`config.mk`:
```
export PLATFORM = sky130hd
export DESIGN_NAME = ika2151_acc
export DESIGN_NICKNAME = d
export VERILOG_FILES = /design/src/rtl/ika2151_pkg.sv /design/src/rtl/ika2151_acc_fpconv.sv /design/src/rtl/ika2151_acc.sv
export SDC_FILE = /design/constraint.sdc
export NUM_CORES = 1
export LEC_CHECK = 0
export ABC_AREA = 1
export CAP_MARGIN = 20
export CORE_MARGIN = 3
export CORE_UTILIZATION = 65
export CTS_CLUSTER_SIZE = 25
export DETAILED_ROUTE_END_ITERATION = 6
export PLACE_DENSITY = 0.9
export SLEW_MARGIN = 5
export SYNTH_ARGS = -nofsm -noshare
export SYNTH_HDL_FRONTEND = slang
export SYNTH_SLANG_ARGS = --single-unit
```
`constraint.sdc`:
```
create_clock -name i_EMUCLK -period 8.35 [get_ports i_EMUCLK]
set_input_delay 1.67 -clock i_EMUCLK [delete_from_list [all_inputs] [get_ports i_EMUCLK]]
set_output_delay 1.67 -clock i_EMUCLK [all_outputs]
set_load 0.1 [all_outputs]
```
`src/rtl/ika2151_pkg.sv`:
```
// Shared widths, strobe positions and the 18->16 bit saturation used by the
// channel accumulator / serial DAC path.
package ika2151_pkg;

  localparam int OP_W       = 14;
  localparam int ACC_W      = 18;
  localparam int DAC_W      = 16;
  localparam int MANT_W     = 10;
  localparam int EXP_W      = 3;
  localparam int PAD_W      = 3;
  localparam int NOISE_SLOT = 31;
  localparam int CNT_W      = $clog2(NOISE_SLOT + 1);

  // Counter value right after the tick that presents bit 15 of each word.
  localparam logic [CNT_W-1:0] SH1_CNT = CNT_W'(16);
  localparam logic [CNT_W-1:0] SH2_CNT = CNT_W'(0);

  localparam logic signed [ACC_W-1:0] SAT_MAX = 18'sd32767;
  localparam logic signed [ACC_W-1:0] SAT_MIN = -18'sd32768;

  // Serial word, MSB..LSB; shifted out LSB first (pad, mantissa, exponent).
  typedef struct packed {
    logic [EXP_W-1:0]  e;
    logic [MANT_W-1:0] m;
    logic [PAD_W-1:0]  pad;
  } dac_word_t;

  function automatic logic signed [DAC_W-1:0] sat16(input logic signed [ACC_W-1:0] a);
    if (a > SAT_MAX) return SAT_MAX[DAC_W-1:0];
    if (a < SAT_MIN) return SAT_MIN[DAC_W-1:0];
    return a[DAC_W-1:0];
  endfunction

endpackage

```
`src/rtl/ika2151_acc_fpconv.sv`:
```
// Combinational converter from a saturated 16-bit sample to the DAC's
// 3-bit exponent / 10-bit mantissa floating-point word.
module ika2151_acc_fpconv
  import ika2151_pkg::*;
(
  input  logic signed [DAC_W-1:0] x,
  output logic [DAC_W-1:0]        word
);

  logic [EXP_W-1:0]         e;
  logic signed [DAC_W-1:0]  hi;
  logic signed [DAC_W-1:0]  shifted;
  dac_word_t                w;

  // Scan from the widest window down so the smallest fitting exponent wins.
  always_comb begin
    e  = EXP_W'(7);
    hi = '0;
    for (int i = 7; i >= 1; i--) begin
      hi = x >>> (8 + i);
      if (hi == '0 || hi == '1) e = EXP_W'(i);
    end
  end

  assign shifted = x >>> (e - 1);

  always_comb begin
    w.e   = e;
    w.m   = shifted[MANT_W-1:0];
    w.pad = '0;
  end

  assign word = w;

endmodule

```
`src/rtl/ika2151_acc.sv`:
```
// Per-sample left/right channel accumulator with noise-slot substitution and
// serial float-word DAC transmitter with latch strobes.
module ika2151_acc
  import ika2151_pkg::*;
(
  input  logic            i_EMUCLK,
  input  logic            i_MRST_n,
  input  logic            i_phi1_PCEN_n,
  input  logic            i_phi1_NCEN_n,
  input  logic            i_CYCLE_00,
  input  logic            i_CYCLE_31,
  input  logic            i_NE,
  input  logic            i_ACC_SNDADD,
  input  logic [1:0]      i_RL,
  input  logic [OP_W-1:0] i_OP_OUT,
  input  logic [OP_W-1:0] i_ACC_NOISE,
  output logic            o_SO,
  output logic            o_SH1,
  output logic            o_SH2
);

  logic                         tick;
  logic                         unused_pcen;
  logic signed [OP_W-1:0]       samp;
  logic signed [ACC_W-1:0]      add;
  logic [1:0][DAC_W-1:0]        dac_word;
  logic [2*DAC_W-1:0]           shreg_reg;
  logic [CNT_W-1:0]             cnt_reg;
  logic [CNT_W-1:0]             cnt_next;

  assign tick        = ~i_phi1_NCEN_n;
  assign unused_pcen = i_phi1_PCEN_n;

  assign samp = (i_CYCLE_31 & i_NE) ? signed'(i_ACC_NOISE) : signed'(i_OP_OUT);
  assign add  = i_ACC_SNDADD ? ACC_W'(samp) : '0;

  // Channel 0 = left (RL[0]), channel 1 = right (RL[1]).
  for (genvar gi = 0; gi < 2; gi++) begin : g_ch
    logic signed [ACC_W-1:0] acc_reg;
    logic signed [ACC_W-1:0] add_ch;
    logic signed [DAC_W-1:0] sat_x;

    assign add_ch = i_RL[gi] ? add : '0;

    // Slot 0 restarts the sum with its own term so no slot is dropped.
    always_ff @(posedge i_EMUCLK) begin
      if (!i_MRST_n) begin
        acc_reg <= '0;
      end else if (tick) begin
        acc_reg <= i_CYCLE_00 ? add_ch : acc_reg + add_ch;
      end
    end

    assign sat_x = sat16(acc_reg);

    ika2151_acc_fpconv u_fpconv (
      .x    (sat_x),
      .word (dac_word[gi])
    );
  end

  assign cnt_next = i_CYCLE_00 ? '0 : cnt_reg + CNT_W'(1);

  // o_SO takes the pre-shift LSB, so the freshly loaded word appears one tick later.
  always_ff @(posedge i_EMUCLK) begin
    if (!i_MRST_n) begin
      shreg_reg <= '0;
      cnt_reg   <= '0;
      o_SO      <= 1'b0;
      o_SH1     <= 1'b0;
      o_SH2     <= 1'b0;
    end else if (tick) begin
      o_SO      <= shreg_reg[0];
      shreg_reg <= i_CYCLE_00 ? dac_word : (shreg_reg >> 1);
      cnt_reg   <= cnt_next;
      o_SH1     <= (cnt_next == SH1_CNT);
      o_SH2     <= (cnt_next == SH2_CNT);
    end
  end

endmodule
```
After elaboration in Yosys (flattened, before gate mapping)
Cells that the tools add are included.
Cells by class
  bitwise gates (word level): 1
  shift operators: 2
  reduce and logical (&&, ||, !) cells: 25
  $mul: 0
  order comparisons: 4
  add/sub/neg operators: 5
  equality and inequality tests: 13
  multiplexer cells: 34
  div/mod/pow operators: 0
Operators with widths (number)
  16-bit == test (second input constant): 12
  16-bit zero test: 12
  16-bit 2-to-1 mux: 8
  18-bit 2-to-1 mux: 5
  16-bit by 32-bit >>> shifter with 10-bit output: 2
  18-bit adder: 2
  18-bit by 16-bit > comparator with 1-bit output (second input constant): 2
  18-bit by 16-bit less-than comparator with 1-bit output (second input constant): 2
  32-bit 2-to-1 mux: 1
  3-bit 2-to-1 mux: 10
  14-bit 2-to-1 mux: 1
  1-bit logical OR: 12
  1-bit 2-to-1 mux: 8
  3-bit by 1-bit subtractor with 4-bit output (second input constant): 2
  5-bit by 1-bit adder with 5-bit output (second input constant): 1
  5-bit == test (second input constant): 1
  5-bit zero test: 1
  5-bit 2-to-1 mux: 1
  1-bit bitwise AND: 1
Storage, ports and cells
  memory bits (read-only): 0
  bits in registers: 76
  latch bits: 0
  memory bits (writable): 0
  memories: 0

Depth between registers and ports, before layout
Gate-level depths: netlist (run 1).
  depth in word-level cells: 16
  gate-level depth with buffers: 23
  depth with buffers taken out: 22

Hierarchy
Synthesis (run 1) repeated with hierarchy kept, for this count alone.
Unflattened totals
  cell total of the unflattened synthesis: 1288
  area, all modules: 7846.3 um2
By module, submodules not included
  ika2151_acc: times used 1, cells each 1002, area an instance 6258.5 um2, sequential area each 1521.5 um2
  ika2151_acc_fpconv (g_ch[0].u_fpconv): times used 1, cells each 143, area an instance 798.3 um2, sequential area each 0.0 um2
  ika2151_acc_fpconv (g_ch[1].u_fpconv): times used 1, cells each 143, area an instance 789.5 um2, sequential area each 0.0 um2

Least setup slack after synthesis (run 1)
Ideal clock, no wire load.
  path kind: input -> register
  from: input i_CYCLE_31
  to: register g_ch[0].acc_reg[10]
  stages on the path: 18
  arrival time: 4426 ps
  slack: 3866 ps
  buffers on the path: 1
  library setup time: 58 ps
  cell sequence: nand2_1 > inv_1 > clkbuf_1 > nor2_1 > nor2_1 > inv_1 > nor2_1 > ha_1 > inv_1 > fa_1 > o21ai_0 > a21oi_1 > o21ai_0 > a21boi_0 > or2_2 > nand3_1 > o2111ai_1 > inv_1
On the way
  longest elaborated chain between the ends: 6
RTL lines
  start, declared: line ika2151_acc.sv:11  | input logic i_CYCLE_31,
  1-bit bitwise AND *: line ika2151_acc.sv:34  | assign samp = (i_CYCLE_31 & i_NE) ? signed'(i_ACC_NOISE) : signed'(i_OP_OUT);
  14-bit 2-to-1 mux *: line ika2151_acc.sv:34
  18-bit 2-to-1 mux *: line ika2151_acc.sv:35  | assign add = i_ACC_SNDADD ? ACC_W'(samp) : '0;
  18-bit 2-to-1 mux *: line ika2151_acc.sv:43  | assign add_ch = i_RL[gi] ? add : '0;
  18-bit adder: line ika2151_acc.sv:50  | acc_reg <= i_CYCLE_00 ? add_ch : acc_reg + add_ch;
  18-bit 2-to-1 mux *: line ika2151_acc.sv:50
  end signal, assigned: line ika2151_acc.sv:50
  end, declared: line ika2151_acc.sv:39  | logic signed [ACC_W-1:0] acc_reg;
Every way passes the cells marked *; elsewhere a longest branch is shown, timed or not.
A chain may end at the register's enable or synchronous reset.

Worst setup path in the final report (run 1)
  from: input i_NE
  to: register g_ch[1].acc_reg[12]
On the way
  longest elaborated chain between the ends: 6
RTL lines
  start, declared: line ika2151_acc.sv:12  | input logic i_NE,
  1-bit bitwise AND *: line ika2151_acc.sv:34
  14-bit 2-to-1 mux *: line ika2151_acc.sv:34
  18-bit 2-to-1 mux *: line ika2151_acc.sv:35
  18-bit 2-to-1 mux *: line ika2151_acc.sv:43
  18-bit adder: line ika2151_acc.sv:50
  18-bit 2-to-1 mux *: line ika2151_acc.sv:50
  end signal, assigned: line ika2151_acc.sv:50
  end, declared: line ika2151_acc.sv:39
Marked as above.

==> metrics.txt, run 1 <==
CP required 8660 ps; share of cells above drive strength 1 a little under 6%; TritonCTS clock tree done; DRC violations left 0; Synth warnings 0; Clock Pin Slew Worst Setup and Hold Paths 80 ps; Slew Limit Fails 0; mapped cell area 6900 sq um; core area 10,000 sq um; delay-heaviest family, CP buffers and inverters; Worst Path Arrival ~5500 ps; Synth Area per Inst 6.17 sq um; EDFF count, synth 0; area grow syn2layout 7.69%; syn nets around 1,200; Port Buffers 39; first-pass GRT wire length 31,100 um; RePlAce Congestion 0.926; Tightest Pin Transition 975 ps; synth top area cells dfxtp_1 22%, nand2_1 11%, nand3_1 11%; initial antenna violation count 0; worst clock skew between 9 and 10 ps; crit path cell chain clkdlybuf4s50_1 > nand2_1 > inv_1 > nor2_1 > nor2_1 > inv_1 > nor2_1 > ha_1 > inv_1 > fa_1 > inv_1 > nand3_1 > nand2_1 > inv_1 > nor2_1 > nor2_1 > o21ai_0 > a21boi_0 > o21ai_0 > a21oi_1 > o21ai_0 > nand2_1 > inv_1; FILL cells 868; Post-synth top cells 200 x nand2_1, 150 x nand3_1, 126 x inv_1; Power Dens Cells 186 nW/um^2; Post-Syn Instances 1,117; CP bufs+invs 7; Antenna Nets Post-Route 0; Total Neg Setup Slack 0 ps; hold buffer count at cts 0; n_diodes 0; die width 109 um; endpoints failing hold 0; total CTS buffers 9; CP Capture Type flop; DR iter-0 viols 520; Starting Density 68.6%; cell with the most instances after synthesis nand2_1; Vias 7,484; H-tree levels 3; RSZ-0062 raised after global routing false; placed cell count 1,244; Slew HR 34.8%; CP startpoint i_NE; critical path's most frequent cell inv_1; die height roughly 110 um; Total Routing Usage GR between 30% and 40%; Worst VDD drop 0.119 mV; die footprint 11,900 sq um; synth unique cells 49; routed len/inst approximately 14 um; Longest Clk Path Bufs 2; largest net degree at the start of global routing 68; Largest stage delay, worst path 450 ps; Final nets 1,203; Critical Path Fanout Max 15; fmax ~0.19 GHz; IO Pins about 40; clk root buf clkbuf_8; sequential share of the synthesized area 22.1%; # Post-CTS Setup Buffers 0; Critical Path Start Type input pin; WL final approximately 18,000 um; FF+latch count, synth 76; HPWL Detailed 13,000 um; Reg2Reg Launch Point g_ch[1].acc_reg[16]; leakage power about 3.5 nW; Hold Crit Class flop to flop; run status completed; CP max-delay cell clkdlybuf4s50_1; share of the synthesized area in the top cell type 22.1%; post-DR vias/cell 5.94; post-CTS sizing 0; Max Cap Violations 0; hold path start shreg_reg[31]; router iterations before antenna repair 5; remaining global-route overflow 0; fin crit share 62.3%; max reg flops 36; via count of the first global-routing pass 6,821; fin crit period ~5200 ps; async set-or-reset flop fraction in the synthesized netlist 0%; Yosys top cell by area dfxtp_1; Top FF cell, synth dfxtp_1; Clock Latency Late Sink between 300 and 400 ps; Setup CP Type input pin to flop; CTS Sinks 76; Layout Cells excl Fill 1,259; Hold Worst Slack between 400 and 500 ps; Setup Viol. Count Final 0; row cnt 36
[metrics by stage]
step	setup WS [ps]	power [mW]	util [%]	area [sq um]
after floorplan	3870	0.982	-	6900
final	3150	1.38	73.9	7430
after global routing	2570	1.49	73.9	7430
after detailed placement	2810	1.09	72.1	7240
after CTS	3170	1.37	73.9	7430
after global placement	2820	1.08	72.1	7240
[area by class of cell]
| cell class | instances | area, sq um | share of cell area [%] |
|---|---|---|---|
| Clock buffer | 11 | 131 | 1.77 |
| Clock inverter | 4 | 51.3 | 0.691 |
| Inverter | 135 | 507 | 6.82 |
| Multi-Input combinational cell | 854 | 4610 | 62.0 |
| Sequential cell | 76 | 1520 | 20.5 |
| Tap cell | 133 | 166 | 2.24 |
| Timing Repair Buffer | 46 | 443 | 5.96 |
[worst reg2reg max path: stages (launching register included)]
cell	delay (ps)
dfxtp_1	440
nand2_1	80
nand2_1	320
nand2_1	120
nand2_1	140
inv_1	80
ha_1	180
inv_1	50
nor2_1	40
nand2_1	100
nor2_1	70
nor2_2	150
nand2_2	200
nand2_2	300
inv_1	100
ha_1	200
xor2_1	720
inv_2	220
nand3_1	150
nand3_1	100
a21oi_1	140
[worst paths after layout]
kind,cells after the start,end,slack [ps]
max,23,g_ch[1].acc_reg[12],3150
min,2,shreg_reg[31],490
max reg2reg,20,shreg_reg[27],4400
min reg2reg,2,shreg_reg[31],490
[metal layers]
layer / track usage [%] / part of all wire, %
met1: 43.9 / 44
met2: 51.9 / 45
met3: 4.50 / 9.1
met4: 10.6 / 2.0
met5: 0 / 0
[cells in the final DEF, fill, tap and decap left out, types with 8 or more instances in the layout]
master	Yosys	routed
dfxtp_1	76	76
nand2_1	200	200
o211ai_1	8	8
inv_2	8	8
a21oi_1	116	116
nor2_1	110	110
inv_1	126	125
ha_1	41	41
clkbuf_8	0	9
o21ai_0	111	111
clkdlybuf4s50_1	0	39
nand3_1	150	150
nand4_1	8	8
xnor2_1	10	10
a22oi_1	8	8
[where the power goes]
group / internal, mW / total [mW] / switching, mW
Combinational: 0.233 / 0.681 / 0.447
Sequential: 0.394 / 0.418 / 0.0234
Clock: 0.137 / 0.280 / 0.144
Total: 0.765 / 1.38 / 0.614
[cells by family (layout without fill, tap and decap cells)]
| logic type | after synthesis | count (layout) | share of synthesized area (%) |
|---|---|---|---|
| compound gates | 284 | 284 | 23.0 |
| xor+xnor | 17 | 17 | 2.43 |
| fa+ha+maj | 43 | 43 | 8.02 |
| buf+inv | 187 | 196 | 11.1 |
| flops | 76 | 76 | 22.1 |
| simple gates | 510 | 510 | 33.3 |
Power figures use the tool's default switching activity.
==> inputs of run 2 (changes only) <==
--- a/config.mk
+++ b/config.mk
@@ -8,10 +8,10 @@
 export ABC_AREA = 1
 export CAP_MARGIN = 20
 export CORE_MARGIN = 3
-export CORE_UTILIZATION = 65
+export CORE_UTILIZATION = 55
 export CTS_CLUSTER_SIZE = 25
 export DETAILED_ROUTE_END_ITERATION = 6
-export PLACE_DENSITY = 0.9
+export PLACE_DENSITY = 0.81
 export SLEW_MARGIN = 5
 export SYNTH_ARGS = -nofsm -noshare
 export SYNTH_HDL_FRONTEND = slang
==> constraint.sdc (replaced) <==
create_clock -name i_EMUCLK -period 4.37 [get_ports i_EMUCLK]
set_input_delay 0.874 -clock i_EMUCLK [delete_from_list [all_inputs] [get_ports i_EMUCLK]]
set_output_delay 0.874 -clock i_EMUCLK [all_outputs]
set_load 0.1 [all_outputs]
==> run 2 against run 1 <==
Against the previous run: clock skew fell by 4.1 ps; largest power group unchanged; register-to-register slack got worse by 3800 ps; global-route usage fell by 5.1 points; worst hold slack got worse by 9.2 ps; combinational power rose by 94%; via count decreased by 1.1%; die area up 17%.
==> metrics.txt, run 2 (synthesized netlist as in run 1, its figures left out) <==
Clock Latency Late Sink around 350 ps; endpoints failing hold 0; Clock Pin Slew Worst Setup and Hold Paths 60 ps; row cnt 40; run status completed; commonest cells after routing, fill and taps aside 200 x nand2_1, 150 x nand3_1, 126 x inv_1; Final WS setup 422 ps; WL final 18,800 um; Layout Cells excl Fill between 1,000 and 1,500; hold endpoint shreg_reg[31]; commonest non-fill, non-tap cell in the layout nand2_1; placed cell count approximately 1,300; H-tree levels 3; Port Buffers 39; DRC violations left 0; Starting Density 56.9%; Final nets 1,212; Total Neg Setup Slack 0 ps; fin crit share 90.3%; final core utilization 63.4%; Power Dens Cells 380 nW/um^2; worst clock skew roughly 5.1 ps; die width between 100 and 150 um; leakage power ~3.6 nW; Setup Viol. Count Final 0; RePlAce Congestion about 0.95; CP required 4660 ps; die height around 120 um; fmax 0.253 GHz; Hold Worst Slack 478 ps; Hold Path Stages 2; Antenna Nets Post-Route 0; pre-CTS setup slack 2.09 ps; post-DR vias/cell 5.68; initial antenna violation count 1; design area approximately 7700 sq um; via count of the first global-routing pass ~6,800; Total Routing Usage GR between 20% and 30%; total power a little under 3 mW; hold path start shreg_reg[31]; DR iter-0 viols between 600 and 700; Reg2Reg Launch Point g_ch[0].acc_reg[17]; Slew Limit Fails 0; Reg2Reg Depth 19; fin crit period between 3000 and 4000 ps; HPWL Detailed 13,500 um; CP Capture Type flop; remaining global-route overflow 0; core area 12,100 sq um; routed len/inst approximately 14 um; share of cells above drive strength 1 6.78%; IO Pins 41; RSZ-0062 raised after global routing false; Setup CP Type input pin to flop; reg2reg end shreg_reg[3]; Tightest Pin Transition 971 ps; clk root buf clkbuf_16; Worst VDD drop 0.239 mV; Vias about 7,400; Longest Clk Path Bufs 2; router iterations before antenna repair 6; CTS Sinks 76; TritonCTS clock tree done; first-pass GRT wire length 31,600 um; Hold Crit Class flop to flop; Worst R2R Setup Slack 600 ps; total CTS buffers 9; area grow syn2layout 11.3%; Slew HR 35.1%; Max Cap Violations 0; Critical Path Start Type input pin; max reg flops 36; Critical Path Fanout Max 5; DP Area 7370 sq um; n_diodes 0; Worst Path Arrival 4240 ps; largest net degree at the start of global routing 46; # Post-CTS Setup Buffers 0; die footprint about 14,000 sq um
==> run 2: how the worst max path moves through the flow <==
stage                          start                   to  slack [ps]  cells after the start
after global routing      i_CYCLE_31  g_ch[0].acc_reg[10]         130                     18
after CTS                 i_CYCLE_31  g_ch[0].acc_reg[10]         310                     18
after global placement    i_CYCLE_31  g_ch[0].acc_reg[10]          60                     18
after floorplan           i_CYCLE_31  g_ch[0].acc_reg[10]         680                     18
final                     i_CYCLE_31  g_ch[0].acc_reg[10]         420                     18
after detailed placement  i_CYCLE_31  g_ch[0].acc_reg[10]           2                     18
==> run 2: metal layers <==
layer  GRT usage (%)  up-vias  share of wire, %
met3            5.29       41               6.4
li1                -     3794                 -
met2            43.7      249                45
met5               0        -             0.080
met4            9.38        2               1.9
met1            35.9     3315                47
==> run 2: critical path, stage by stage <==
cell and delay [ps]:
clkdlybuf4s50_1 460, nand2_1 100, inv_1 120, nor2_1 50
nor2_1 140, inv_1 70, nor2_1 150, ha_1 250
inv_1 80, fa_1 400, o21ai_0 300, a21oi_1 200
o21ai_1 250, a21boi_0 240, or2_2 330, nand3_1 60
o2111ai_1 90, inv_1 60
==> run 2: cell type report <==
cell class	count	area, sq um
Inverter	135	507
Clock inverter	5	77.6
Tap cell	168	210
Fill cell	1189	4440
Multi-Input combinational cell	854	4610
Clock buffer	10	229
Sequential cell	76	1520
Timing Repair Buffer	55	523
==> run 2: what timing repair did <==
item                                    4_1_cts  5_1_grt
endpoints found under the setup margin        0        1
hold buffers                                  0        0
resized for setup                             0        1
==> run 2: where the power goes <==
group / internal [mW] / total (mW) / switching [mW]
Combinational: 0.466 / 1.32 / 0.855
Sequential: 0.755 / 0.800 / 0.0449
Clock: 0.495 / 0.796 / 0.301
